`src/rtl/shift_unit_pipe_pkg.sv`:
```
// shift_pkg: shared op encoding and stage-count helper for the pipelined shifter
package shift_pkg;
    typedef enum logic [1:0] {
        OP_SLL = 2'b00,
        OP_SRL = 2'b01,
        OP_SRA = 2'b10,
        OP_ROR = 2'b11
    } op_t;

    // Number of pipeline stages: one per group of per_stage mux levels.
    function automatic int clog2_ceil_div(int width, int per_stage);
        return ($clog2(width) + per_stage - 1) / per_stage;
    endfunction
endpackage

```
`src/rtl/shift_unit_pipe_if.sv`:
```
// shift_unit_pipe_if: operand/result handshake bundle of the pipelined shifter
interface shift_unit_pipe_if #(
    parameter int WIDTH = 32,
    parameter int TAG_W = 5
);
    import shift_pkg::*;
    localparam int SHW = $clog2(WIDTH);
    logic             in_valid;
    logic             in_ready;
    logic [WIDTH-1:0] in_data;
    logic [SHW-1:0]   in_shamt;
    op_t              in_op;
    logic [TAG_W-1:0] in_tag;
    logic             flush;
    logic             out_valid;
    logic             out_ready;
    logic [WIDTH-1:0] out_data;
    logic [TAG_W-1:0] out_tag;
    logic             out_zero;

    modport master (
        output in_valid, in_data, in_shamt, in_op, in_tag, flush, out_ready,
        input  in_ready, out_valid, out_data, out_tag, out_zero
    );
    modport slave (
        input  in_valid, in_data, in_shamt, in_op, in_tag, flush, out_ready,
        output in_ready, out_valid, out_data, out_tag, out_zero
    );
endinterface

```
`src/rtl/shift_unit_pipe_levels.sv`:
```
// shift_levels: NLEVELS consecutive shifter mux levels starting at level FIRST_LEVEL
module shift_levels import shift_pkg::*; #(
    parameter int WIDTH       = 32,
    parameter int FIRST_LEVEL = 0,
    parameter int NLEVELS     = 2
) (
    input  logic [WIDTH-1:0]   data_i,
    input  logic [NLEVELS-1:0] shamt_i,
    input  op_t                op_i,
    input  logic               sign_i,
    output logic [WIDTH-1:0]   data_o
);
    // One level: move by n bits; SRA fills with the sign captured at the input.
    function automatic logic [WIDTH-1:0] step(logic [WIDTH-1:0] d, op_t op, logic sign, int n);
        return op == OP_SLL ? d << n
             : op == OP_ROR ? (d >> n) | (d << (WIDTH - n))
             : (d >> n) | ((op == OP_SRA && sign) ? ~({WIDTH{1'b1}} >> n) : '0);
    endfunction

    // Apply the levels LSB-first; level j moves the data by 2^j when its shamt bit is set.
    always_comb begin
        data_o = data_i;
        for (int j = 0; j < NLEVELS; j++) begin
            if (shamt_i[j]) data_o = step(data_o, op_i, sign_i, 1 << (FIRST_LEVEL + j));
        end
    end
endmodule

```
`src/rtl/shift_unit_pipe.sv`:
```
// shift_unit_pipe: pipelined SLL/SRL/SRA/ROR unit with valid/ready backpressure and flush
module shift_unit_pipe import shift_pkg::*; #(
    parameter int WIDTH            = 32,
    parameter int LEVELS_PER_STAGE = 2,
    parameter int TAG_W            = 5
) (
    input logic              clock,
    input logic              reset,
    shift_unit_pipe_if.slave bus
);
    localparam int SHW  = $clog2(WIDTH);
    localparam int NSTG = clog2_ceil_div(WIDTH, LEVELS_PER_STAGE);

    logic [WIDTH-1:0] src_data  [NSTG];
    logic [WIDTH-1:0] lvl_data  [NSTG];
    logic [WIDTH-1:0] data_d    [NSTG];
    logic [WIDTH-1:0] data_q    [NSTG];
    logic [SHW-1:0]   src_shamt [NSTG];
    logic [SHW-1:0]   shamt_d   [NSTG];
    logic [SHW-1:0]   shamt_q   [NSTG];
    op_t              src_op    [NSTG];
    op_t              op_d      [NSTG];
    op_t              op_q      [NSTG];
    logic [TAG_W-1:0] src_tag   [NSTG];
    logic [TAG_W-1:0] tag_d     [NSTG];
    logic [TAG_W-1:0] tag_q     [NSTG];
    logic             src_sign  [NSTG];
    logic             sign_d    [NSTG];
    logic             sign_q    [NSTG];
    logic             src_valid [NSTG];
    logic             valid_d   [NSTG];
    logic             valid_q   [NSTG];
    logic             zero_d, zero_q, stall;

    assign stall         = valid_q[NSTG-1] & ~bus.out_ready;
    assign bus.in_ready  = ~reset & ~stall & ~bus.flush;
    assign bus.out_valid = valid_q[NSTG-1];
    assign bus.out_data  = data_q[NSTG-1];
    assign bus.out_tag   = tag_q[NSTG-1];
    assign bus.out_zero  = zero_q;

    // Stage inputs: stage 0 reads the port, later stages read the previous stage register.
    always_comb begin
        src_data[0]  = bus.in_data;
        src_shamt[0] = bus.in_shamt;
        src_op[0]    = bus.in_op;
        src_tag[0]   = bus.in_tag;
        src_sign[0]  = bus.in_data[WIDTH-1];
        src_valid[0] = bus.in_valid & bus.in_ready;
        for (int s = 1; s < NSTG; s++) begin
            src_data[s]  = data_q[s-1];
            src_shamt[s] = shamt_q[s-1];
            src_op[s]    = op_q[s-1];
            src_tag[s]   = tag_q[s-1];
            src_sign[s]  = sign_q[s-1];
            src_valid[s] = valid_q[s-1];
        end
    end

    for (genvar g = 0; g < NSTG; g++) begin : g_stage
        localparam int FIRST = g * LEVELS_PER_STAGE;
        localparam int NL    = (SHW - FIRST < LEVELS_PER_STAGE) ? SHW - FIRST : LEVELS_PER_STAGE;
        shift_levels #(.WIDTH(WIDTH), .FIRST_LEVEL(FIRST), .NLEVELS(NL)) u_levels (
            .data_i (src_data[g]),
            .shamt_i(src_shamt[g][FIRST +: NL]),
            .op_i   (src_op[g]),
            .sign_i (src_sign[g]),
            .data_o (lvl_data[g])
        );
    end

    // All stages advance together unless the output is stalled; flush kills every valid.
    always_comb begin
        for (int s = 0; s < NSTG; s++) begin
            data_d[s]  = stall ? data_q[s]  : lvl_data[s];
            shamt_d[s] = stall ? shamt_q[s] : src_shamt[s];
            op_d[s]    = stall ? op_q[s]    : src_op[s];
            tag_d[s]   = stall ? tag_q[s]   : src_tag[s];
            sign_d[s]  = stall ? sign_q[s]  : src_sign[s];
            valid_d[s] = bus.flush ? 1'b0 : stall ? valid_q[s] : src_valid[s];
        end
        zero_d = stall ? zero_q : (lvl_data[NSTG-1] == '0);
    end

    // Stage registers; reset clears everything, including the visible result.
    always_ff @(posedge clock or posedge reset) begin
        if (reset) begin
            data_q  <= '{default: '0};
            shamt_q <= '{default: '0};
            op_q    <= '{default: OP_SLL};
            tag_q   <= '{default: '0};
            sign_q  <= '{default: 1'b0};
            valid_q <= '{default: 1'b0};
            zero_q  <= 1'b0;
        end else begin
            data_q  <= data_d;
            shamt_q <= shamt_d;
            op_q    <= op_d;
            tag_q   <= tag_d;
            sign_q  <= sign_d;
            valid_q <= valid_d;
            zero_q  <= zero_d;
        end
    end
endmodule

```
`src/flat_wrapper.sv`:
```
// flat-port wrapper written by rule: the top's interface ports become plain ports
module shift_unit_pipe_flat import shift_pkg::*;
#(
    parameter int WIDTH            = 32,
    parameter int LEVELS_PER_STAGE = 2,
    parameter int TAG_W            = 5
)
  (clock, reset, bus_in_valid, bus_in_data, bus_in_shamt, bus_in_op, bus_in_tag, bus_flush, bus_out_ready, bus_in_ready, bus_out_valid, bus_out_data, bus_out_tag, bus_out_zero);
  shift_unit_pipe_if #(.WIDTH(WIDTH), .TAG_W(TAG_W)) bus_i ();
  input logic clock;
  input logic reset;
  input wire logic [$bits(bus_i.in_valid)-1:0] bus_in_valid;
  input wire logic [$bits(bus_i.in_data)-1:0] bus_in_data;
  input wire logic [$bits(bus_i.in_shamt)-1:0] bus_in_shamt;
  input wire logic [$bits(bus_i.in_op)-1:0] bus_in_op;
  input wire logic [$bits(bus_i.in_tag)-1:0] bus_in_tag;
  input wire logic [$bits(bus_i.flush)-1:0] bus_flush;
  input wire logic [$bits(bus_i.out_ready)-1:0] bus_out_ready;
  output wire logic [$bits(bus_i.in_ready)-1:0] bus_in_ready;
  output wire logic [$bits(bus_i.out_valid)-1:0] bus_out_valid;
  output wire logic [$bits(bus_i.out_data)-1:0] bus_out_data;
  output wire logic [$bits(bus_i.out_tag)-1:0] bus_out_tag;
  output wire logic [$bits(bus_i.out_zero)-1:0] bus_out_zero;
  assign bus_i.in_valid = bus_in_valid;
  assign bus_i.in_data = bus_in_data;
  assign bus_i.in_shamt = bus_in_shamt;
  assign bus_i.in_op = bus_in_op;
  assign bus_i.in_tag = bus_in_tag;
  assign bus_i.flush = bus_flush;
  assign bus_i.out_ready = bus_out_ready;
  assign bus_in_ready = bus_i.in_ready;
  assign bus_out_valid = bus_i.out_valid;
  assign bus_out_data = bus_i.out_data;
  assign bus_out_tag = bus_i.out_tag;
  assign bus_out_zero = bus_i.out_zero;
  shift_unit_pipe #(.WIDTH(WIDTH), .LEVELS_PER_STAGE(LEVELS_PER_STAGE), .TAG_W(TAG_W)) u_core (.clock(clock), .reset(reset), .bus(bus_i));
endmodule
```
`config.mk`:
```
export PLATFORM = sky130hd
export DESIGN_NAME = shift_unit_pipe_flat
export DESIGN_NICKNAME = d
export VERILOG_FILES = /design/src/rtl/shift_unit_pipe_pkg.sv /design/src/rtl/shift_unit_pipe_if.sv /design/src/rtl/shift_unit_pipe_levels.sv /design/src/rtl/shift_unit_pipe.sv /design/src/flat_wrapper.sv
export SDC_FILE = /design/constraint.sdc
export NUM_CORES = 1
export LEC_CHECK = 0
export CAP_MARGIN = 20
export CORE_MARGIN = 3
export CORE_UTILIZATION = 40
export DETAILED_ROUTE_END_ITERATION = 6
export GPL_TIMING_DRIVEN = 1
export PLACE_DENSITY = 0.59
export SETUP_SLACK_MARGIN = 0.3
export SLEW_MARGIN = 20
export SYNTH_ARGS = -nofsm -noshare
export SYNTH_HDL_FRONTEND = slang
export SYNTH_SLANG_ARGS = --single-unit
```
`constraint.sdc`:
```
create_clock -name clock -period 6.05 [get_ports clock]
set_input_delay 1.5125 -clock clock [delete_from_list [all_inputs] [get_ports clock]]
set_output_delay 1.5125 -clock clock [all_outputs]
set_load 0.02 [all_outputs]
```
==> impl_metrics.env <==
export IMPL_status="complete, no violations"
export IMPL_design_core_area_um2=19800
export IMPL_hold_path_endpoint="u_core.bus.out_tag[4]"
export IMPL_layout_drive_gt1_share=0.0800
export IMPL_ir_worst_vdd_mv=0.187
export IMPL_number_of_design_rule_violations_left_after_detail_routing=0
export IMPL_worstSkewPairLatency_ns=0.42
export IMPL_tritoncts="built"
export IMPL_layout_worst_path_cycle_share=0.720
export IMPL_power_density_nw_per_um2=288
export IMPL_portBuffers=88
export IMPL_hp_class="reg -> reg"
export IMPL_router_iterations_before_antenna_repair=6
export IMPL_power_report_internal_total_mw=1.83
export IMPL_unrepaired_setup_endpoints_after_global_routing="false"
export IMPL_crit_required_ns=4.54
export IMPL_dieHeight_um=149
export IMPL_detailedPlacementHpwl_mm=15.9
export IMPL_synthArstFlopShare=1.00
export IMPL_fmax_mhz=230
export IMPL_switchingPower_mw=0.893
export IMPL_total_track_usage=0.211
export IMPL_syn_inst=1001
export IMPL_placed_area_um2=8880
export IMPL_globalRouteOverflowTotal=0
export IMPL_finalWirelength_mm=23.0
export IMPL_worstPathMaxFanout=2
export IMPL_synth_cell_area_um2=8160
export IMPL_synthToLayoutAreaGrowth_pct=16.1
export IMPL_ioPinCount=89
export IMPL_insertedDiodeCount=0
export IMPL_first_global_vias=6756
export IMPL_numClockSinks=125
export IMPL_timing_hold_worst_path_depth=2
export IMPL_ys_warnings_count=0
export IMPL_drt_first_iter_violations=679
export IMPL_post_route_min_period_ns=4.35
export IMPL_critPathLaunch="bus_out_ready"
export IMPL_antenna_found_initial=0
export IMPL_design_area_um2=9480
export IMPL_seq_area_frac_synth=0.383
export IMPL_layout_nets=1049
export IMPL_critPathSlowestCell="sky130_fd_sc_hd__clkdlybuf4s50_1"
export IMPL_postCtsSetupBuffers=0
export IMPL_startpoint_type="input pin"
export IMPL_critical_path_reg2reg_endpoint="u_core.bus.out_zero"
export IMPL_row_count=51
export IMPL_fin_skew_ns=0.00619
export IMPL_synth_ff_latch_count=125
export IMPL_arrival_ns=2.84
export IMPL_post_synth_edffs=0
export IMPL_setup_violations=0
export IMPL_timing_critical_path_to_type="output port"
export IMPL_timing_setup_critical_path_class="in -> out"
export IMPL_cts_made_buffers=17
export IMPL_seq_power_share=0.393
export IMPL_synth_fp_nets=1050
export IMPL_share_of_power_burned_in_the_clock_network=0.382
export IMPL_detailroute_via_count=7414
export IMPL_htree_num_levels=4
export IMPL_timing_reg2reg_setup_slack_ns=3.28
export IMPL_drt_vias_per_instance=5.80
export IMPL_yosys_most_used_dff="sky130_fd_sc_hd__dfrtp_1"
export IMPL_drt_wirelength_per_cell_um=18.0
export IMPL_ff2ff_path_depth=5
export IMPL_ant_nets=0
export IMPL_tns_ns=0
export IMPL_crit_chain="clkdlybuf4s50_1, nor2b_4, nor3_1, clkdlybuf4s50_1"
export IMPL_max_cap_violations=0
export IMPL_grt_max_degree=83
export IMPL_die_area_um2=22200
export IMPL_cell_at_the_root_of_the_clock_tree="sky130_fd_sc_hd__clkbuf_16"
export IMPL_dieWidth_um=149
export IMPL_hp_start="u_core.bus.out_tag[4]"
export IMPL_worst_path_most_repeated_cell="sky130_fd_sc_hd__clkdlybuf4s50_1"
export IMPL_hold_violations=0
export IMPL_power_combinational_fraction=0.225
export IMPL_worst_slew_pin_transition_ns=0.974
export IMPL_post_cts_resize_count=0
export IMPL_start_util=0.413
export IMPL_grt_first_pass_wirelength_mm=37.5
export IMPL_fillCellCount=1974
export IMPL_ys_types=48
export IMPL_swShare=0.327
export IMPL_clock_path_buffers=2
export IMPL_slew_limit_headroom=0.351
export IMPL_worst_path_largest_cell_delay_ns=0.63
export IMPL_syn_area_per_cell_um2=8.15
export IMPL_ctsHoldBuffers=0
export IMPL_final_max_slew_violation_count=0
export IMPL_finalWeightedCongestion=0.842
export IMPL_p_leak_nw=3.80
export IMPL_cts_clk_slew_worst_paths_ns=0.06
export IMPL_critical_path_reg2reg_startpoint="u_core.shamt_q[9]"
[state kept, by name, summed over array words and instances (netlist names)]
name	count
u_core.shamt_q	4
u_core.bus.out_zero	1
u_core.bus.out_tag	5
u_core.op_q	4
u_core.bus.out_valid	1
u_core.data_q	64
u_core.bus.out_data	32
u_core.sign_q	2
u_core.src_valid	2
u_core.src_tag	10
[power groups by stage]
stage	combinational, mW	clock, mW	sequential, mW
final	0.614	1.04	1.07
after floorplan	0.459	0	1.03
after global placement	0.610	0	1.08
after CTS	0.616	1.06	1.07
after detailed placement	0.614	0	1.08
after global routing	0.677	1.10	1.08
[worst max-delay path by stage]
stage	to
after floorplan	u_core.bus.out_data[0]
after global placement	bus_in_ready
after detailed placement	bus_in_ready
after CTS	bus_in_ready
after global routing	bus_in_ready
final	bus_in_ready
[per-stage QoR]
stage          hold slack (ns)  power (mW)  utilization  setup slack (ns)  cells
6_report                 0.462        2.73        0.479              1.70   1278
5_1_grt                  0.492        2.86        0.479              1.63   1278
4_1_cts                  0.470        2.74        0.479              1.69   1278
3_5_place_dp             0.455        1.70        0.449              1.69   1246
3_3_place_gp             0.450        1.69        0.449              1.70   1246
2_1_floorplan            0.439        1.49            -              1.20   1001
[cell families after synthesis]
group / after synthesis / synth area share
buffers and inverters: 135 / 0.0806
multiplexers: 46 / 0.0857
AND/OR/NAND/NOR: 369 / 0.190
AO/OA/AOI/OAI: 325 / 0.258
XOR/XNOR: 1 / 0.00199
flip-flops: 125 / 0.383
[cell usage in the layout (no fill, tap or decap), types with 5 or more instances in the layout]
| master | count |
|---|---|
| sky130_fd_sc_hd__a31oi_1 | 23 |
| sky130_fd_sc_hd__mux4_2 | 19 |
| sky130_fd_sc_hd__o21ai_1 | 39 |
| sky130_fd_sc_hd__a311oi_1 | 28 |
| sky130_fd_sc_hd__nor2_1 | 120 |
| sky130_fd_sc_hd__mux2i_1 | 26 |
| sky130_fd_sc_hd__o22ai_1 | 12 |
| sky130_fd_sc_hd__buf_4 | 13 |
| sky130_fd_sc_hd__nand2_1 | 194 |
| sky130_fd_sc_hd__nand2b_1 | 5 |
| sky130_fd_sc_hd__a21o_1 | 10 |
| sky130_fd_sc_hd__nand3_1 | 5 |
| sky130_fd_sc_hd__nor4_1 | 8 |
| sky130_fd_sc_hd__a211oi_1 | 42 |
| sky130_fd_sc_hd__dfrtp_1 | 124 |
| sky130_fd_sc_hd__o211ai_1 | 7 |
| sky130_fd_sc_hd__inv_1 | 12 |
| sky130_fd_sc_hd__o31ai_1 | 5 |
| sky130_fd_sc_hd__nor2b_1 | 9 |
| sky130_fd_sc_hd__o21ai_0 | 59 |
| sky130_fd_sc_hd__clkbuf_16 | 17 |
| sky130_fd_sc_hd__a21oi_1 | 60 |
| sky130_fd_sc_hd__clkdlybuf4s50_1 | 87 |
| sky130_fd_sc_hd__or3b_1 | 8 |
| sky130_fd_sc_hd__a221oi_1 | 24 |
| sky130_fd_sc_hd__inv_6 | 7 |
[worst max-delay path: cells and delay by family]
kind / cells / cell delay [ns]
simple gates: 2 / 0.17
buf+inv: 2 / 1.15
[layout make-up]
class / count / area, um^2 / share of cell area
Sequential cell: 125 / 3130 / 0.330
Inverter: 14 / 55.1 / 0.00581
Clock inverter: 15 / 174 / 0.0183
Timing Repair Buffer: 101 / 973 / 0.103
Clock buffer: 17 / 425 / 0.0449
Multi-Input combinational cell: 741 / 4390 / 0.463
Tap cell: 265 / 332 / 0.0350
[cell usage after synthesis, types with 23 or more instances]
master / n / share of area
sky130_fd_sc_hd__a31oi_1: 23 / 0.018
sky130_fd_sc_hd__o21ai_1: 39 / 0.024
sky130_fd_sc_hd__o21ai_0: 59 / 0.036
sky130_fd_sc_hd__a221oi_1: 24 / 0.026
sky130_fd_sc_hd__nand2_1: 194 / 0.089
sky130_fd_sc_hd__clkbuf_1: 72 / 0.033
sky130_fd_sc_hd__buf_4: 33 / 0.030
sky130_fd_sc_hd__dfrtp_1: 125 / 0.38
sky130_fd_sc_hd__a21oi_1: 60 / 0.037
sky130_fd_sc_hd__a311oi_1: 28 / 0.030
sky130_fd_sc_hd__nor2_1: 122 / 0.056
sky130_fd_sc_hd__mux2i_1: 26 / 0.032
sky130_fd_sc_hd__a211oi_1: 42 / 0.039
[layer usage]
metal / part of all wire / global-route usage
met5: 0 / 0
met4: 0.023 / 0.0719
met3: 0.051 / 0.0316
met2: 0.45 / 0.318
met1: 0.47 / 0.311
Note: power is estimated with default switching activity, not from simulation.
